<file path="src/rtl/demux_pkg.sv">
// demux_pkg: shared constants for the 64-bit stream demultiplexer.
// Channel select encodings, default geometry and counter width.
package demux_pkg;

    localparam int DEF_WIDTH = 64;
    localparam int DEF_DEPTH = 2;
    localparam int CNT_W     = 32;

    localparam logic SEL_A = 1'b0;
    localparam logic SEL_B = 1'b1;

endpackage

</file>
<file path="src/rtl/demux_fifo.sv">
// demux_fifo: per-channel FIFO with registered full/empty flags.
// Head word is always presented on dout; push when full is ignored.
module demux_fifo #(
    parameter int WIDTH = 64,
    parameter int DEPTH = 2
) (
    input  logic             Clk,
    input  logic             Reset_n,
    input  logic             push,
    input  logic             pop,
    input  logic [WIDTH-1:0] din,
    output logic [WIDTH-1:0] dout,
    output logic             full,
    output logic             empty
);

    localparam int PW = (DEPTH > 1) ? $clog2(DEPTH) : 1;
    localparam int CW = $clog2(DEPTH + 1);
    localparam logic [CW-1:0] FULLV = CW'(DEPTH);

    logic [WIDTH-1:0] mem [DEPTH];
    logic [PW-1:0]    wptr;
    logic [PW-1:0]    rptr;
    logic [CW-1:0]    cnt;
    logic [CW-1:0]    cnt_nxt;
    logic             do_push;
    logic             do_pop;

    assign do_push = push & ~full;
    assign do_pop  = pop & ~empty;
    assign dout    = mem[rptr];

    // next occupancy: push and pop together leave it unchanged
    always_comb begin
        cnt_nxt = cnt;
        unique case ({do_push, do_pop})
            2'b10:   cnt_nxt = cnt + CW'(1);
            2'b01:   cnt_nxt = cnt - CW'(1);
            default: cnt_nxt = cnt;
        endcase
    end

    // storage, pointers and flags; reset drops all contents
    always_ff @(posedge Clk or negedge Reset_n) begin
        if (!Reset_n) begin
            for (int i = 0; i < DEPTH; i++) begin
                mem[i] <= '0;
            end
            wptr  <= '0;
            rptr  <= '0;
            cnt   <= '0;
            full  <= 1'b0;
            empty <= 1'b1;
        end else begin
            if (do_push) begin
                mem[wptr] <= din;
                wptr      <= wptr + PW'(1);
            end
            if (do_pop) begin
                rptr <= rptr + PW'(1);
            end
            cnt   <= cnt_nxt;
            full  <= (cnt_nxt == FULLV);
            empty <= (cnt_nxt == '0);
        end
    end

endmodule

</file>
<file path="src/rtl/demux_stream_64.sv">
// demux_stream_64: steers one valid/ready stream into channels A/B.
// Optional accepted-word counters enabled by DEMUX_STATS_EN.
module demux_stream_64
    import demux_pkg::*;
#(
    parameter int WIDTH = DEF_WIDTH,
    parameter int DEPTH = DEF_DEPTH
) (
    input  logic             Clk,
    input  logic             Reset_n,
    input  logic [WIDTH-1:0] In_Data,
    input  logic             In_Select,
    input  logic             In_Valid,
    output logic             In_Ready,
    output logic [WIDTH-1:0] A_Data,
    output logic             A_Valid,
    input  logic             A_Ready,
    output logic [WIDTH-1:0] B_Data,
    output logic             B_Valid,
    input  logic             B_Ready
`ifdef DEMUX_STATS_EN
    ,
    output logic [CNT_W-1:0] Count_A,
    output logic [CNT_W-1:0] Count_B
`endif
);

    logic a_full;
    logic a_empty;
    logic b_full;
    logic b_empty;
    logic accept;
    logic a_push;
    logic b_push;
    logic a_pop;
    logic b_pop;

    assign In_Ready = (In_Select == SEL_B) ? ~b_full : ~a_full;
    assign accept   = In_Valid & In_Ready;
    assign a_push   = accept & (In_Select == SEL_A);
    assign b_push   = accept & (In_Select == SEL_B);
    assign A_Valid  = ~a_empty;
    assign B_Valid  = ~b_empty;
    assign a_pop    = A_Valid & A_Ready;
    assign b_pop    = B_Valid & B_Ready;

    demux_fifo #(
        .WIDTH (WIDTH),
        .DEPTH (DEPTH)
    ) u_fifo_a (
        .Clk     (Clk),
        .Reset_n (Reset_n),
        .push    (a_push),
        .pop     (a_pop),
        .din     (In_Data),
        .dout    (A_Data),
        .full    (a_full),
        .empty   (a_empty)
    );

    demux_fifo #(
        .WIDTH (WIDTH),
        .DEPTH (DEPTH)
    ) u_fifo_b (
        .Clk     (Clk),
        .Reset_n (Reset_n),
        .push    (b_push),
        .pop     (b_pop),
        .din     (In_Data),
        .dout    (B_Data),
        .full    (b_full),
        .empty   (b_empty)
    );

`ifdef DEMUX_STATS_EN
    logic [CNT_W-1:0] cnt_a;
    logic [CNT_W-1:0] cnt_b;

    assign Count_A = cnt_a;
    assign Count_B = cnt_b;

    // count accepted words per channel, wrapping at the top
    always_ff @(posedge Clk or negedge Reset_n) begin
        if (!Reset_n) begin
            cnt_a <= '0;
            cnt_b <= '0;
        end else begin
            if (a_push) cnt_a <= cnt_a + CNT_W'(1);
            if (b_push) cnt_b <= cnt_b + CNT_W'(1);
        end
    end
`endif

endmodule
</file>
<file path="config.mk">
export PLATFORM = sky130hd
export DESIGN_NAME = demux_stream_64
export DESIGN_NICKNAME = d
export VERILOG_FILES = /design/src/rtl/demux_pkg.sv /design/src/rtl/demux_fifo.sv /design/src/rtl/demux_stream_64.sv
export SDC_FILE = /design/constraint.sdc
export NUM_CORES = 1
export LEC_CHECK = 0
export ABC_AREA = 0
export CELL_PAD_IN_SITES_DETAIL_PLACEMENT = 0
export CELL_PAD_IN_SITES_GLOBAL_PLACEMENT = 1
export CORE_UTILIZATION = 46
export CTS_BUF_LIST = sky130_fd_sc_hd__clkbuf_4 sky130_fd_sc_hd__clkbuf_8
export DETAILED_ROUTE_END_ITERATION = 6
export PLACE_DENSITY_LB_ADDON = 0.25
export SLEW_MARGIN = 25
export SYNTH_ARGS = -nofsm -noshare
export SYNTH_HDL_FRONTEND = slang
export SYNTH_SLANG_ARGS = --single-unit
</file>
<file path="constraint.sdc">
create_clock -name Clk -period 2.3 [get_ports Clk]
set_input_delay 0.345 -clock Clk [delete_from_list [all_inputs] [get_ports Clk]]
set_output_delay 0.345 -clock Clk [all_outputs]
set_load 0.1 [all_outputs]
</file>
==> Word-level counts from Yosys, hierarchy flattened <==
Cells that the tools add are included.
{ "classes": {"addsub": 8, "mul": 0, "div": 0, "magnitude_cmp": 6, "eq_ne": 6, "shift": 0, "n_mux": 15, "bitwise_logic": 18, "n_reduce_logical": 4} }
{ "ops": {"columns": ["cell", "n"], "rows": [
  ["$mux W64", 8],
  ["$bwmux W128", 2],
  ["$demux W64 S1", 2],
  ["$and A1 B1 Y1", 9],
  ["$eq A2 B2 Y1 const B", 4],
  ["$ge A2 B2 Y1 const B", 4],
  ["$not A1 Y2", 4],
  ["$pmux W2 S2", 2],
  ["$not A1 Y1", 5],
  ["$add A1 B1 Y1 const B", 4],
  ["$add A2 B1 Y2 const B", 2],
  ["$eq A2 B1 Y1 const B", 2],
  ["$logic_not A2 Y1", 2],
  ["$lt A2 B1 Y1 const B", 2],
  ["$sub A2 B1 Y2 const B", 2],
  ["$logic_and A1 B1 Y1", 2],
  ["$mux W1", 1]
]} }
{ "totals": {"reg_bits": 268, "latch_bits": 0, "mem_bits_rw": 0, "mem_bits_ro": 0, "input_bits": 70, "memories": 0} }

==> Depth between registers and ports, before layout <==
Gate-level depths: netlist of the first run.
{ "depth": {"depth_word": 8, "depth_mapped": 6} }

==> Modules after synthesis <==
Synthesis of the first run repeated with hierarchy kept, for this count alone.
{ "unflattened": {"hier_cells": 735, "hier_area_um2": 11710.0} }
{ "modules_own_cells": {"columns": ["module", "n_inst", "cells_each", "area_each_um2"], "rows": [
  ["demux_fifo", 2, 364, 5831.8],
  ["demux_stream_64", 1, 7, 46.3]
]} }

==> Least setup slack after synthesis of the first run <==
No wires, ideal clock.
{ "synth_path": {"path_type": "input to output", "startpoint": "input port In_Select", "endpoint": "output port In_Ready", "arrival_ps": 1926, "slack_ps": 29, "stages": 1, "n_path_buf": 0, "path_cell_list": "mux2i_1"} }
{ "synth_via": {"elab_chain_len": 1} }
{ "synth_rtl": {"columns": ["item", "line", "rtl"], "rows": [
  ["start: declaration", "demux_stream_64.sv:12", "input logic In_Select,"],
  ["$mux W1", "demux_stream_64.sv:38", "assign In_Ready = (In_Select == SEL_B) ? ~b_full : ~a_full;"],
  ["end: declaration", "demux_stream_64.sv:14", "output logic In_Ready,"]
]} }
No other way between the ends.

==> Worst setup path after layout of the first run <==
{ "layout_path": {"startpoint": "register u_fifo_b.rptr", "endpoint": "output port B_Data[39]"} }
{ "layout_via": {"elab_chain_len": 4} }
{ "layout_rtl": {"columns": ["item", "line", "rtl"], "rows": [
  ["start: declaration", "demux_fifo.sv:23", "logic [PW-1:0] rptr;"],
  ["start signal: assignment", "demux_fifo.sv:60", "rptr <= rptr + PW'(1);"],
  ["$not A1 Y2 (not written as such)", "demux_fifo.sv:31", "assign dout = mem[rptr];"],
  ["$mux W64 (not written as such) (3 in a row)", "demux_fifo.sv:31", null],
  ["end: declaration", "demux_stream_64.sv:18", "output logic [WIDTH-1:0] B_Data,"]
]} }
No other way between the ends. The select of a mux whose other input is x is not followed.

==> results of run 1 <==
flip-flops by register name, summed over array words and instances, names as in the netlist:
| name | flops |
|---|---|
| u_fifo_a.wptr | 1 |
| u_fifo_a.cnt | 2 |
| u_fifo_b.rptr | 1 |
| u_fifo_b.wptr | 1 |
| u_fifo_b.mem | 128 |
| u_fifo_a.empty | 1 |
| u_fifo_a.rptr | 1 |
| u_fifo_b.full | 1 |
| u_fifo_a.mem | 128 |
| u_fifo_b.cnt | 2 |
| u_fifo_a.full | 1 |
| u_fifo_b.empty | 1 |
logic make-up (layout without fill, tap and decap cells):
family | count (synthesis) | count (layout) | share of synthesized area
muxes | 385 | 385 | 0.372
buffers and inverters | 43 | 313 | 0.0259
DFF | 268 | 268 | 0.577
and+or+nand+nor | 20 | 20 | 0.0122
adders and majority gates | 2 | 2 | 0.00215
AOI/OAI and AO/OA | 4 | 4 | 0.00172
xor gates and xnor gates | 12 | 12 | 0.00903
cell type report:
cell class	count	area, µm²	share of cell area
Sequential cell	268	6720	0.408
Multi-Input combinational cell	423	4630	0.281
Timing Repair Buffer	228	3730	0.226
Clock buffer	73	905	0.0549
Tap cell	324	405	0.0246
Clock inverter	9	72.6	0.00441
Inverter	3	11.3	0.000684
metrics by stage:
step	setup WS (ns)	hold WS [ns]	instance area, µm²	cells
after floorplan	0.0289	0.0494	11600	734
after global placement	-0.0288	0.346	15500	1244
after detailed placement	-0.0677	0.357	15500	1244
after CTS	0.0320	0.365	16500	1328
after global routing	-0.00335	0.407	16500	1328
final	0.0744	0.366	16500	1328
placed cells by master (no fill, tap or decap), types with 3 or more instances in the layout:
cell / synthesis / layout
clkbuf_4: 0 / 16
o21ai_0: 4 / 4
buf_12: 0 / 145
mux2_2: 358 / 358
nand3b_1: 3 / 3
nand2_1: 4 / 4
dfrtp_1: 266 / 264
mux2_1: 26 / 26
clkbuf_8: 0 / 57
buf_4: 6 / 12
nor2_1: 4 / 4
xor2_1: 4 / 4
inv_1: 3 / 3
clkdlybuf4s50_1: 0 / 68
clkinv_2: 0 / 7
xnor2_1: 8 / 8
worst paths after layout:
check	cells after the start	to	slack, ns
min reg2reg	1	u_fifo_a.mem[48]	0.48
max	3	B_Data[39]	0.07
max in group asynchronous	3	u_fifo_b.mem[51]	1.18
max reg2reg	5	u_fifo_a.empty	0.40
min	2	u_fifo_b.mem[90]	0.37
min in group Clk	1	u_fifo_a.mem[48]	0.48
worst max-delay path, stage by stage, from the launching register on:
cell and delay [ns]:
dfrtp_4 0.42, buf_12 0.30, mux2_2 0.42, buf_12 0.18
metal layers:
layer | global-route usage | vias up
met5 | 0 | -
met4 | 0.0901 | 0
met3 | 0.0467 | 59
met2 | 0.363 | 189
met1 | 0.265 | 3617
li1 | - | 3110
repair_timing:
| action | 4_1_cts | 5_1_grt |
|---|---|---|
| setup endpoints to repair | 35 | 4 |
| resized for setup | 1 | 0 |
| hold buffers | 1 | 0 |
| buffers inserted | 1 | 0 |
| endpoints found under the hold margin | 65 | 0 |
==> metrics.csv, run 1 <==
stage,metric,value,unit
route,Total Wirelength,26900,µm
route,drt via density,5.25,
cells_and_area,# diodes,0,
setup_path,CP required,1.96,ns
placement,RD Place Congestion,0.744,
cells_and_area,Filler cells,1674,
route,WL met2,13400,µm
placement,hpwl dp,17900,µm
route,DR pass1 iterations,4,
synth,Synth Warn #,0,
die,FP Rows,57,
die,die area,0.0259,mm²
synth,share of the synthesized area in the top cell type,0.572,
synth,synth unique cells,23,
cells_and_area,fraction of layout cells with a size suffix above 1,0.604,
run_status,outcome,"finished, final reports clean",
placement,I/O Buffers,200,
die,Initial Util,0.474,
sta,ratio of final minimum period to clock period,0.968,
route,vias,6975,
synth,Synth top cells by count,"mux2_2 (358), dfrtp_1 (266), mux2_1 (26), buf_2 (16), buf_6 (13)",
synth,Syn Nets,806,
global_routing,initial antenna violation count,0,
setup_path,CP startpoint,u_fifo_b.rptr,
clock_network,clk sinks,268,
synth,top_reg_cell synth,dfrtp_1,
sta,Post-Route Setup TNS,0,ns
clock_network,CTS Buf Count,45,
sta,Fin. Hold Viols,0,
setup_path,"Arr. time, crit path",1.88,ns
route,metal3 WL,1500,µm
clock_network,Clock Tree Buf Depth,3,
synth,main area contributors after synthesis,"dfrtp_1 (57%), mux2_2 (35%), mux2_1 (2.5%), buf_6 (1.3%), buf_2 (0.69%)",
clock_network,clock slew at reported path FFs,0.06,ns
sta,fmax,449,MHz
setup_path,source of the worst register-to-register timing path,u_fifo_a.full,
sta,RSZ-0062 raised after global routing,true,
cells_and_area,nets,1041,
cells_and_area,Util after Layout,0.671,
die,Die Y-Extent,161,µm
synth,Post-synth EDFFs,0,
synth,Post-synth ARST share,1.00,
sta,Worst-Margin Slew,0.582,ns
route,DRC Markers,0,
route,met1 WL,11100,µm
route,First DRT Iteration DRCs,237,
setup_path,CP Launch Type,flop,
global_routing,GRT Total Usage,0.214,
sta,final slew viol count,0,
clock_network,CTS tree,built,
route,Top Layer Used,met4,
clock_network,clock insertion delay at the later pin of the skew report,0.55,ns
global_routing,largest net degree at the start of global routing,72,
sta,Slew HR,0.612,
synth,mapped cell area,0.0116,mm²
die,Die Span X,161,µm
global_routing,GRT overflow,0,
min_path,Hold Crit Class,in2async,
synth,post-synthesis average cell area,15.9,µm²
global_routing,vias in the first global route,8019,
die,Ports,201,
clock_network,H-tree depth,2,
cells_and_area,P&R area growth vs syn,41.5,%
sta,clk_skew,0.0127,ns
synth,post-synthesis sequential area ratio,0.577,
route,WL/cell,20.2,µm
setup_path,Worst Path Max Fanout,48,
setup_path,Setup crit end kind,output port,
synth,most frequent cell after synthesis,mux2_2,
setup_path,critical path class,reg2out,
synth,Gate Count Post-Synth,734,
global_routing,first-pass GRT wire length,43500,µm
sta,number of setup violations in the final report,0,
sta,post-layout min period,2.23,ns
synth,synthesized flop and latch total,268,
clock_network,Clock Tree Root,clkbuf_8,
die,core area,0.0245,mm²
synth,Synth area leader,dfrtp_1,
route,Routed Antenna Nets,0,
flow_run,Max-Cap Viols,0,
Power of run 1 is not shown: default switching activity piles up to over one toggle a cycle in this logic, so the estimate is an artifact.
==> inputs of run 2 (changes only) <==
Settings changed: SYNTH_HIERARCHICAL from default to 1.
==> run 2 against run 1 <==
  * Global-route usage fell by 1.9 points
  * Clock skew rose by 0.016 ns
  * First-iteration DRC count fell by 19%
  * Utilization fell by 1.8 points
  * Synthesized cell count rose by 0.14%
  * Register-to-register slack got worse by 0.05 ns
  * Sequential cell count did not move
  * Final area fell by 0.42%
  * Synthesized area rose by 0.63%
==> metrics.csv, run 2 <==
stage,metric,value,unit,change
global_routing,first-pass GRT wire length,40000,µm,-7.9%
route,DRC Markers,0,,unchanged
flow_run,Max-Cap Viols,0,,unchanged
cells_and_area,fraction of layout cells with a size suffix above 1,0.617,,+0.0136
synth,top_reg_cell synth,dfrtp_1,,
setup_path,critical path class,reg2out,,
synth,Post-synth ARST share,1.00,,unchanged
sta,ratio of final minimum period to clock period,0.955,,-0.0126
synth,Synth area leader,dfrtp_1,,
cells_and_area,nets,1040,,-0.096%
global_routing,vias in the first global route,7296,,-9.0%
clock_network,CTS tree,built,,
clock_network,Clock Tree Root,clkbuf_8,,
global_routing,initial antenna violation count,0,,unchanged
synth,share of the synthesized area in the top cell type,0.568,,-0.00361
clock_network,Clock Tree Buf Depth,3,,unchanged
synth,Gate Count Post-Synth,735,,+0.14%
die,core area,0.0251,mm²,+2.3%
sta,post-layout min period,2.20,ns,-0.0290 ns
die,Ports,201,,unchanged
sta,fmax,455,MHz,+1.3%
synth,Synth Warn #,6,,+6
setup_path,source of the worst register-to-register timing path,u_fifo_a/full,,
die,die area,0.0261,mm²,+0.63%
global_routing,GRT Total Usage,0.195,,-0.0193
clock_network,clk sinks,268,,unchanged
setup_path,Worst Reg2Reg Path Length in Cells,6,,+1
sta,Fin. Hold Viols,0,,unchanged
clock_network,clock insertion delay at the later pin of the skew report,0.54,ns,about the same
cells_and_area,P&R area growth vs syn,40.0,%,
sta,clk_skew,0.0287,ns,+0.0160 ns
placement,RD Place Congestion,0.732,,-1.6%
sta,Post-Route Setup TNS,0,ns,unchanged
synth,most frequent cell after synthesis,mux2_2,,
synth,post-synthesis sequential area ratio,0.573,,-0.00363
route,Total Wirelength,24700,µm,-8.2%
setup_path,CP required,1.96,ns,about the same
synth,synth unique cells,23,,unchanged
setup_path,CP Launch Type,flop,,
die,Die Span X,162,µm,+0.31%
setup_path,"Arr. time, crit path",1.85,ns,-0.03 ns
synth,mapped cell area,0.0117,mm²,+0.63%
route,drt via density,5.09,,-3.0%
cells_and_area,most frequent cells in the layout,"mux2_2 (374), dfrtp_1 (264), buf_12 (146)",,
run_status,outcome,"finished, final reports clean",,
synth,main area contributors after synthesis,"dfrtp_1 (57%), mux2_2 (36%), buf_6 (2.3%), mux2_1 (0.96%), buf_2 (0.60%)",,
sta,Slew HR,0.630,,+0.0184
cells_and_area,top flop regs,"u_fifo_a/mem x128, u_fifo_b/mem x128",,
cells_and_area,Filler cells,1849,,+10%
route,DR pass1 iterations,4,,unchanged
sta,number of setup violations in the final report,0,,unchanged
clock_network,clock slew at reported path FFs,0.06,ns,about the same
synth,synthesized flop and latch total,268,,unchanged
die,Initial Util,0.466,,-0.00793
setup_path,Worst Path Max Fanout,20,,-58%
synth,Post-synth EDFFs,0,,unchanged
synth,Syn Nets,807,,+0.12%
placement,I/O Buffers,200,,unchanged
global_routing,GRT overflow,0,,unchanged
cells_and_area,"most common cell after layout, fill and taps aside",mux2_2,,
global_routing,largest net degree at the start of global routing,71,,-1.4%
sta,final slew viol count,0,,unchanged
die,FP Rows,58,,+1.8%
clock_network,H-tree depth,2,,unchanged
route,WL/cell,18.6,µm,-8.2%
route,Routed Antenna Nets,0,,unchanged
cells_and_area,# diodes,0,,unchanged
route,First DRT Iteration DRCs,193,,-19%
sta,RSZ-0062 raised after global routing,false,,
setup_path,Reg2Reg Setup Slack,0.35,ns,-0.05 ns
placement,hpwl dp,16200,µm,-9.3%
route,vias,6764,,-3.0%
setup_path,Worst R2R End,u_fifo_a/mem[100],,
clock_network,CTS Buf Count,47,,+4.4%
setup_path,Setup crit end kind,output port,,
min_path,Hold Crit Class,in2async,,
placement,Placement Cell Area,0.0154,mm²,-0.20%
synth,Synth top cells by count,"mux2_2 (374), dfrtp_1 (266), buf_6 (24), buf_2 (14), mux2_1 (10)",,
sta,Worst-Margin Slew,0.555,ns,-0.0276 ns
synth,post-synthesis average cell area,15.9,µm²,+0.50%
cells_and_area,final instance area,0.0164,mm²,-0.42%
die,Die Y-Extent,162,µm,+0.31%
run 2: per-stage QoR:
step / cells / setup WS (ns) / hold WS (ns) / utilization
2_1_floorplan: 735 / 0.0252 / 0.0494 / -
3_3_place_gp: 1246 / 0.0271 / 0.347 / 0.615
3_5_place_dp: 1246 / 0.0519 / 0.345 / 0.615
4_1_cts: 1328 / 0.0599 / 0.371 / 0.653
5_1_grt: 1328 / 0.0456 / 0.410 / 0.653
6_report: 1328 / 0.103 / 0.367 / 0.653
run 2: area by class of cell:
type | instances | area, µm² | share of cell area
clock inverters | 11 | 82.6 | 0.00504
inverters | 4 | 15.0 | 0.000916
well taps | 330 | 413 | 0.0252
repair buffers | 224 | 3690 | 0.225
flip-flops and latches | 268 | 6710 | 0.409
clock buffers | 68 | 855 | 0.0521
multi-input cells | 423 | 4630 | 0.282
run 2: cells by family (layout without fill, tap and decap cells):
logic type	Yosys count	after routing	synth area share
simple gates	22	22	0.0136
fa+ha+maj	2	2	0.00214
buf+inv	44	307	0.0316
xor+xnor	10	10	0.00748
flops	268	268	0.573
mux	385	385	0.370
compound gates	4	4	0.00214
run 2: routing by layer:
layer	share of wire	vias up	global-route usage
met3	0.042	28	0.0378
met2	0.48	161	0.313
met1	0.46	3461	0.269
met5	0	-	0
li1	-	3114	-
met4	0.015	0	0.0540
run 2: worst max-delay path, stage by stage, from the launching register on:
cell     delay [ns]
dfrtp_4        0.51
buf_12         0.20
mux2_2         0.40
buf_12         0.18
run 2: worst max path at each step:
stage | slack, ns | end | depth (start not counted) | startpoint
after floorplan | 0.03 | In_Ready | 1 | u_fifo_b/full
after global placement | 0.03 | u_fifo_a/mem[97] | 7 | In_Valid
after detailed placement | 0.05 | u_fifo_a/mem[114] | 7 | In_Select
after CTS | 0.06 | B_Data[58] | 3 | u_fifo_b/rptr
after global routing | 0.05 | B_Data[63] | 3 | u_fifo_b/rptr
final | 0.10 | B_Data[63] | 3 | u_fifo_b/rptr
run 2: what timing repair did:
action                                  in CTS  in global routing
hold buffers                                 1                  0
resized for setup                            1                  0
buffers inserted                             2                  0
hold endpoints to repair                    65                  0
endpoints found under the setup margin      54                  0
Power of run 2 is left out for the same reason.
==> inputs of run 3 (changes only) <==
Settings changed: CORE_MARGIN from default to 1, TNS_END_PERCENT from default to 1.
==> results of run 3 <==
No change in the layout: final DEF, timing and power equal those of run 2.
Power of run 3 is left out for the same reason.
